**config.mk**
```make
export PLATFORM = sky130hd
export DESIGN_NAME = winograd_tile_sched
export DESIGN_NICKNAME = d
export VERILOG_FILES = /design/src/rtl/winograd_pkg.sv /design/src/rtl/tile_pingpong_buf.sv /design/src/rtl/winograd_tile_sched.sv
export SDC_FILE = /design/constraint.sdc
export NUM_CORES = 2
export LEC_CHECK = 0
export ABC_AREA = 1
export CORE_MARGIN = 1.5
export CORE_UTILIZATION = 51
export CTS_CLUSTER_DIAMETER = 40
export DETAILED_ROUTE_END_ITERATION = 16
export PLACE_DENSITY = 0.76
export SYNTH_ARGS = -nofsm -noshare
export SYNTH_HDL_FRONTEND = slang
export SYNTH_SLANG_ARGS = --single-unit
```
**constraint.sdc**
```tcl
create_clock -name clk -period 11.9 [get_ports clk]
set_clock_uncertainty 0.15 [all_clocks]
set_input_delay 2.38 -clock clk [delete_from_list [all_inputs] [get_ports clk]]
set_output_delay 2.38 -clock clk [all_outputs]
set_load 0.02 [all_outputs]
```
**src/rtl/winograd_pkg.sv**
```systemverilog
// Shared constants and types for the Winograd input-transform tile scheduler.
// Phase numbering follows the datapath's 6-cycle per-lane frame.
package winograd_pkg;

    localparam int unsigned W         = 32;
    localparam int unsigned TILE_LEN  = 4;
    localparam int unsigned FRAME_LEN = 6;

    localparam logic [2:0] PH_OUT_FIRST = 3'd2;
    localparam logic [2:0] PH_LAST_IN   = 3'(TILE_LEN - 1);
    localparam logic [2:0] PH_LAST      = 3'(FRAME_LEN - 1);

    typedef logic [TILE_LEN*W-1:0] vec_t;

    typedef enum logic [1:0] {StIdle, StRun, StFinish} job_state_e;

endpackage

```
**src/rtl/tile_pingpong_buf.sv**
```systemverilog
// Two-bank tile buffer: one bank fills column by column while the other is read out.
// A bank becomes full after its fourth column and stays full until released.
module tile_pingpong_buf
    import winograd_pkg::*;
(
    input  logic                  clk,
    input  logic                  rst,
    input  logic                  wr_en,
    input  logic [TILE_LEN*W-1:0] wr_data,
    output logic                  wr_full,
    input  logic                  rd_release,
    input  logic [1:0]            rd_col,
    output logic [TILE_LEN*W-1:0] rd_data,
    output logic                  rd_full
);

    vec_t       mem [2][TILE_LEN];
    logic [1:0] full_q;
    logic       wr_ptr_q;
    logic       rd_ptr_q;
    logic [1:0] wr_col_q;

    // Writes only target a non-full bank and releases only a full one, so the
    // two full_q updates below never collide on the same bank.
    always_ff @(posedge clk or negedge rst) begin
        if (!rst) begin
            full_q   <= 2'b00;
            wr_ptr_q <= 1'b0;
            rd_ptr_q <= 1'b0;
            wr_col_q <= 2'd0;
        end else begin
            if (wr_en) begin
                wr_col_q <= wr_col_q + 2'd1;
                if (wr_col_q == 2'(TILE_LEN - 1)) begin
                    full_q[wr_ptr_q] <= 1'b1;
                    wr_ptr_q         <= ~wr_ptr_q;
                end
            end
            if (rd_release) begin
                full_q[rd_ptr_q] <= 1'b0;
                rd_ptr_q         <= ~rd_ptr_q;
            end
        end
    end

    always_ff @(posedge clk) begin
        if (wr_en) begin
            mem[wr_ptr_q][wr_col_q] <= wr_data;
        end
    end

    assign wr_full = full_q[wr_ptr_q];
    assign rd_full = full_q[rd_ptr_q];
    assign rd_data = mem[rd_ptr_q][rd_col];

endmodule

```
**src/rtl/winograd_tile_sched.sv**
```systemverilog
// Sequencer for the 4x4 Winograd input-transform datapath: gathers input tiles,
// launches them frame-aligned into the datapath and tags the transformed columns.
module winograd_tile_sched #(
    parameter int unsigned W   = winograd_pkg::W,
    parameter int unsigned TCW = 16
) (
    input  logic           clk,
    input  logic           rst,
    input  logic           start,
    input  logic [TCW-1:0] num_tiles,
    output logic           busy,
    output logic           done,
    input  logic           in_valid,
    output logic           in_ready,
    input  logic [4*W-1:0] in_data,
    output logic           dp_rst,
    output logic [W-1:0]   dp_x1,
    output logic [W-1:0]   dp_x2,
    output logic [W-1:0]   dp_x3,
    output logic [W-1:0]   dp_x4,
    input  logic [W-1:0]   dp_r1,
    input  logic [W-1:0]   dp_r2,
    input  logic [W-1:0]   dp_r3,
    input  logic [W-1:0]   dp_r4,
    output logic           out_valid,
    output logic [4*W-1:0] out_data,
    output logic [1:0]     out_col,
    output logic [TCW-1:0] out_tile
);

    import winograd_pkg::*;

    job_state_e     state_q, state_d;
    logic [TCW-1:0] tiles_q;
    logic [TCW-1:0] rd_tile_q;
    logic [TCW+1:0] acc_q;
    logic [2:0]     ph_q;
    logic           done_q;
    logic           out_valid_q;
    logic [4*W-1:0] out_data_q;
    logic [1:0]     out_col_q;
    logic [TCW-1:0] out_tile_q;

    logic           start_job;
    logic           zero_job;
    logic           last_frame;
    logic           launch;
    logic           transfer;
    logic           release_bank;
    logic           wr_full;
    logic           rd_full;
    logic [4*W-1:0] rd_data;
    logic [4*W-1:0] dp_vec;

    assign start_job  = start && (state_q == StIdle);
    assign zero_job   = start_job && (num_tiles == '0);
    assign last_frame = (ph_q == PH_LAST) && (rd_tile_q == tiles_q - TCW'(1));
    assign transfer   = in_valid && in_ready;

    tile_pingpong_buf u_buf (
        .clk        (clk),
        .rst        (rst),
        .wr_en      (transfer),
        .wr_data    (in_data),
        .wr_full    (wr_full),
        .rd_release (release_bank),
        .rd_col     (ph_q[1:0]),
        .rd_data    (rd_data),
        .rd_full    (rd_full)
    );

    always_ff @(posedge clk or negedge rst) begin
        if (!rst) begin
            state_q <= StIdle;
        end else begin
            state_q <= state_d;
        end
    end

    always_comb begin
        state_d = state_q;
        unique case (state_q)
            StIdle:   if (start_job && !zero_job) state_d = StRun;
            StRun:    if (last_frame) state_d = StFinish;
            StFinish: state_d = StIdle;
            default:  state_d = StIdle;
        endcase
    end

    // The datapath is held in its state 0 (dp_rst low) until a full tile sits in
    // the read bank, so every frame starts with column 0 on dp_x.
    always_comb begin
        busy         = (state_q != StIdle);
        launch       = (state_q == StRun) && (ph_q == 3'd0) && rd_full;
        dp_rst       = (ph_q != 3'd0) || launch;
        in_ready     = (state_q == StRun) && !wr_full && (acc_q < {tiles_q, 2'b00});
        release_bank = (ph_q == PH_LAST_IN);
        dp_vec       = '0;
        if (dp_rst && !ph_q[2]) begin
            dp_vec = rd_data;
        end
    end

    assign dp_x1 = dp_vec[W-1:0];
    assign dp_x2 = dp_vec[2*W-1:W];
    assign dp_x3 = dp_vec[3*W-1:2*W];
    assign dp_x4 = dp_vec[4*W-1:3*W];

    always_ff @(posedge clk or negedge rst) begin
        if (!rst) begin
            tiles_q     <= '0;
            rd_tile_q   <= '0;
            acc_q       <= '0;
            ph_q        <= 3'd0;
            done_q      <= 1'b0;
            out_valid_q <= 1'b0;
            out_data_q  <= '0;
            out_col_q   <= 2'd0;
            out_tile_q  <= '0;
        end else begin
            done_q <= (state_q == StFinish) || zero_job;
            if (start_job) begin
                tiles_q   <= num_tiles;
                acc_q     <= '0;
                rd_tile_q <= '0;
            end else begin
                if (transfer) begin
                    acc_q <= acc_q + (TCW+2)'(1);
                end
                if (dp_rst && (ph_q == PH_LAST)) begin
                    rd_tile_q <= rd_tile_q + TCW'(1);
                end
            end
            if (dp_rst) begin
                ph_q <= (ph_q == PH_LAST) ? 3'd0 : ph_q + 3'd1;
            end
            out_valid_q <= (ph_q >= PH_OUT_FIRST);
            if (ph_q >= PH_OUT_FIRST) begin
                out_data_q <= {dp_r4, dp_r3, dp_r2, dp_r1};
                out_col_q  <= ph_q[1:0] + 2'd2;
                out_tile_q <= rd_tile_q;
            end
        end
    end

    assign done      = done_q;
    assign out_valid = out_valid_q;
    assign out_data  = out_data_q;
    assign out_col   = out_col_q;
    assign out_tile  = out_tile_q;

endmodule

```
* Word-level counts from Yosys, hierarchy flattened
Memory sizes are Yosys's and may differ from the RTL's.
Cells that the tools add are included.
** Word-level totals
- Register bits :: 209
- Bits in writable memories :: 1024
- Input bits :: 276
- Output and inout port bits :: 279
- Logic and storage cells :: 100
- Memories kept :: 1
** Operators by class
- Add/sub/neg operators :: 6
- Order comparisons :: 9
- Eq/ne operators :: 8
- Mux-type cells :: 27
- Bitwise gates (word level) :: 7
- Reduce and logical (&&, ||, !) cells :: 28
** Memory list
- u_buf.mem :: depth 2, bits a word 512, read ports 1, clocked after Yosys merged registers in 0, write ports 1, line tile_pingpong_buf.sv:17 : vec_t mem [2][TILE_LEN];
** Operators with widths (count)
- $mux W128 :: 4
- $mux W512 :: 1
- $bmux W128 S2 :: 1
- $demux W128 S2 :: 1
- $mux W18 :: 2
- $mux W16 :: 2
- $add A18 B1 Y18 const B :: 1
- $lt A18 B18 Y1 :: 1
- $add A16 B1 Y16 const B :: 1
- $eq A16 B16 Y1 :: 1
- $logic_not A16 Y1 :: 1
- $sub A16 B1 Y16 const B :: 1
- $logic_and A1 B1 Y1 :: 14
- $mux W2 :: 5
- $mux W1 :: 7
- $ge A3 B3 Y1 const B :: 2
- $not A2 Y3 :: 2
- $reduce_bool A2 Y1 :: 3
- $eq A2 B2 Y1 const B :: 2
- $lt A1 B2 Y1 const B :: 2
- $pmux W2 S2 :: 1
- $reduce_and A2 Y1 :: 2
- $add A3 B1 Y3 const B :: 1
- $eq A3 B2 Y1 const B :: 1
- other kinds (20) :: 26

* Longest topological paths before layout
- Word-level depth :: 9
- Depth in mapped cells :: 15
- Gate-level depth less buffers :: 14

* By module
From an unflattened synthesis, not the netlist that was laid out.
** Unflattened totals
- Cell total of the unflattened synthesis :: 5871
- Area, all modules :: 55259.2 sq um
** Modules (own cells, without submodules)
- tile_pingpong_buf :: instances 1, cells each 4465, area each 44949.4 sq um, sequential area each 30899.6 sq um
- winograd_tile_sched :: instances 1, cells each 1406, area each 10309.9 sq um, sequential area each 5079.9 sq um

* Worst setup path after synthesis
OpenSTA, ideal clock, no wires.
- Path type :: input port to flip-flop
- Start point :: input port in_valid
- End point :: memory u_buf.mem[1][384] (netlist name) (enable)
- Library setup time :: 773 ps
- Arrival :: 11338 ps
- Required time :: 10977 ps
- Path slack :: -361 ps
- Stages :: 3
- Buffers on the path :: 1
- Cell sequence :: nand3_2 buf_2 nor3_1
** Between the ends
- Cells in the longest elaborated chain, start to end :: 3
** Ends and longest elaborated chain
- start: declaration :: line winograd_tile_sched.sv:13 : input logic in_valid,
- $logic_and A1 B1 Y1 :: line winograd_tile_sched.sv:58 : assign transfer = in_valid && in_ready;
- $mux W1 :: line tile_pingpong_buf.sv:47 : if (wr_en) begin
- $mux W512 (not written as such) :: line tile_pingpong_buf.sv:48 : mem[wr_ptr_q][wr_col_q] <= wr_data;
- end: declaration :: line tile_pingpong_buf.sv:17
Every way passes these cells.

* Final worst setup path
- Start point :: register u_buf.rd_ptr_q
- End point :: output port dp_x3[7]
** Between the ends
- Cells in the longest elaborated chain, start to end :: 6
- Elaborated cells on any way between the ends :: 10
- Classes of those cells :: 6 x mux; 3 x reduce/logical; 1 x memory
** Ends and longest elaborated chain
- start: declaration :: line tile_pingpong_buf.sv:20 : logic rd_ptr_q;
- start signal: assignment :: line tile_pingpong_buf.sv:41 : rd_ptr_q <= ~rd_ptr_q;
- parallel branches: the longest is 5 deep, another holds $mem_v2 Z2 W512
- $mux W128 (*) :: line winograd_tile_sched.sv:99 : if (dp_rst && !ph_q[2]) begin
- end: declaration :: line winograd_tile_sched.sv:19 : output logic [W-1:0] dp_x3,
Every way passes the cells marked *. The select of a mux whose other input is x is not followed.

==> summary.json <==
{
  "outcome": {
    "run_status": "finished clean"
  },
  "clock_tree": {
    "postCtsResizedCells": 0,
    "holdBufCountCts": 0,
    "clock_tree.htree_level_count": 4,
    "cts.path.max_buffers": 3,
    "clk_root_buffer_cell": "clkbuf_16",
    "post_cts_setup_buffers": 0,
    "insertion_delay_ns": 0.74,
    "worst_setup_hold_path_clk_slew_ns": 0.05,
    "cts_made_buffers": 152,
    "tritoncts_num_sinks": 1233,
    "cts_tree": "built"
  },
  "routing": {
    "initial_drt_markers": 3422,
    "vias_per_cell": 5.67,
    "detail-route-antenna-nets": 0,
    "wl_per_cell_um": 22.5,
    "routed-via-count": 33560,
    "drc": 0,
    "finalWirelength_mm": 133,
    "detail_route.first_pass.iterations": 5
  },
  "synth": {
    "synth_fp_nets": 4289,
    "yosys_register_bits": 1233,
    "cells_after_synthesis": 3990,
    "synth_area_um2": 49100,
    "synth_cell_type_count": 46,
    "synth_enable_flop_cells": 1024,
    "synth_sequential_area_ratio_pct": 73.3,
    "synth_async_sr_flop_share_pct": 17.0,
    "synth_ff_type": "edfxtp_1",
    "ys_warn_count": 0,
    "avgSynthCellArea_um2": 12.3
  },
  "cells_and_area": {
    "layout.cells.most_common": "nand2_1",
    "final_cell_mix": "nand2_1 (1418), edfxtp_1 (1024), clkdlybuf4s50_1 (553), dfrtp_1 (208), a21oi_1 (206)",
    "post-route-cell-area_um2": 60900,
    "final_net_count": 4814,
    "areaGrowthSynthToFinish_pct": 24.0,
    "layout-drive-gt1-share_pct": 7.65,
    "finish.cell_count_without_fillers": 5920
  },
  "power_and_ir_drop": {
    "vdd_ir_drop_max_mv": 0.151,
    "power_density_nw_per_um2": 156,
    "p_leak_nw": 22.1
  },
  "global_routing": {
    "first_global_vias": 32988,
    "grt_first_pass_wirelength_mm": 199,
    "grt.met2_usage_pct": 44.9,
    "use_met1_pct": 33.3,
    "grt.total_usage_pct": 26.8,
    "grt_start_max_net_pins": 214,
    "top_usage_layer": "met2",
    "globalRoute.totalOverflow": 0,
    "gr-usage-met3_pct": 6.27,
    "antenna_violations_before_repair": 21
  },
  "critical_path": {
    "path_class": "reg2out",
    "critical_path.startpoint_type": "register",
    "crit_path_capture_type": "output pin",
    "worst-path-max-fanout": 115,
    "cp_data_arrival_time_ns": 5.48,
    "data_required_time_of_the_critical_path_ns": 9.37
  },
  "die": {
    "fp.dieW_um": 313,
    "die-height_um": 313,
    "start_util_pct": 51.6,
    "io_pins": 555,
    "fp-row-count": 113,
    "core_area_um2": 95200,
    "dieArea_um2": 98200
  },
  "place": {
    "postPlaceCellArea_um2": 55700,
    "placed_cells_incl_taps": 5626,
    "dpl.hpwl_mm": 77.0,
    "routabilityCongestion": 0.904,
    "port-buffer-count": 554
  },
  "timing": {
    "report.final.hold_viol_count": 0,
    "achievable-frequency_mhz": 125,
    "fin_crit_ns": 8.01,
    "drv_slew": 0,
    "rsz0062_at_grt": "no",
    "finalCritPeriodShare_pct": 67.3,
    "slew_headroom_pct": 17.8,
    "finalSetupViolations": 0,
    "timing.hold.ws_ns": 0.325,
    "worst_slew_pin_tran_ns": 1.23
  },
  "min_path": {
    "kind_of_path_behind_the_tightest_hold_check": "reg2reg"
  },
  "job": {
    "maxCapViolations": 0
  }
}
==> flip-flops by register name, indices dropped and copies added, names as in the netlist, 2 cells and up <==
register,flops
acc_q,18
out_col,2
u_buf.wr_col_q,2
state_q,2
rd_tile_q,16
ph_q,3
out_data,128
u_buf.mem,1024
out_tile,16
tiles_q,16
u_buf.full_q,2
==> worst max-delay path: stages (launching register included) <==
cell,delay [ns]
dfrtp_4,0.90
inv_8,0.66
buf_4,0.76
buf_4,0.72
nand2_1,0.11
a32o_1,0.28
nor3_1,0.39
clkdlybuf4s50_1,0.70
==> layout make-up <==
class                   instances  area (um^2)
flip-flops and latches       1233        36000
repair buffers                602         5940
clock buffers                 180         4050
diodes                         16         40.0
inverters                     128          495
well taps                    1265         1580
fillers                      6820        34300
multi-input cells            2398        11700
clock inverters                98         1130
==> metal layers <==
metal	routed length [um]	vias up
met3	12000	290
met5	100	-
met4	4920	14
met1	50400	16415
li1	-	15230
met2	66000	1611
==> logic make-up after synthesis <==
kind of cell,Yosys count,share of synthesized area (%)
fa+ha+maj,23,0.586
buf+inv,359,3.09
xor+xnor,29,0.545
compound gates,534,7.67
flops,1233,73.3
simple gates,1812,14.8
==> stage by stage <==
step / setup WS, ns / util (%) / power, mW / TNS (ns)
2_1_floorplan: -0.361 / - / 4.77 / -322.66
3_3_place_gp: 4.84 / 58.5 / 4.91 / 0
3_5_place_dp: 4.79 / 58.5 / 4.92 / 0
4_1_cts: 3.98 / 64.0 / 9.55 / 0
5_1_grt: 3.70 / 64.0 / 9.73 / 0
6_report: 3.89 / 64.0 / 9.50 / 0
==> final timing paths <==
kind / start / to / slack [ns] / depth (start not counted)
min: out_data[10]$_DFFE_PN0P_ / out_data[10]$_DFFE_PN0P_ / 0.32 / 2
max reg2reg: tiles_q[9]$_DFFE_PN0P_ / u_buf.mem[1][114]$_DFFE_PP_ / 7.23 / 13
max in group asynchronous: rst / out_data[24]$_DFFE_PN0P_ / 7.92 / 3
max: u_buf.rd_ptr_q$_DFFE_PN0N_ / dp_x3[7] / 3.89 / 7
min in group asynchronous: rst / out_tile[0]$_DFFE_PN0P_ / 1.50 / 1
min reg2reg: out_data[10]$_DFFE_PN0P_ / out_data[10]$_DFFE_PN0P_ / 0.32 / 2
==> synthesized netlist by cell type, drive strengths merged (41+ instances only) <==
library cell,number,area (um^2)
nand2,1422,5350
edfxtp,1024,30700
dfrtp,209,5230
a21oi,207,1040
nand3,205,1040
inv,128,480
buf,119,614
a32o,113,1130
clkbuf,112,420
nor2,83,347
nor3,76,385
o21ai,58,290
a211oi,48,360
o211ai,41,308
==> power by group <==
group	total (mW)	internal [mW]	leakage (nW)	switching, mW
Clock	4.67	2.86	2.50	1.80
Combinational	0.150	0.0802	8.29	0.0702
Sequential	4.68	4.68	11.3	0
Total	9.50	7.62	22.1	1.87
No activity file was read; power rests on OpenSTA's default activity.
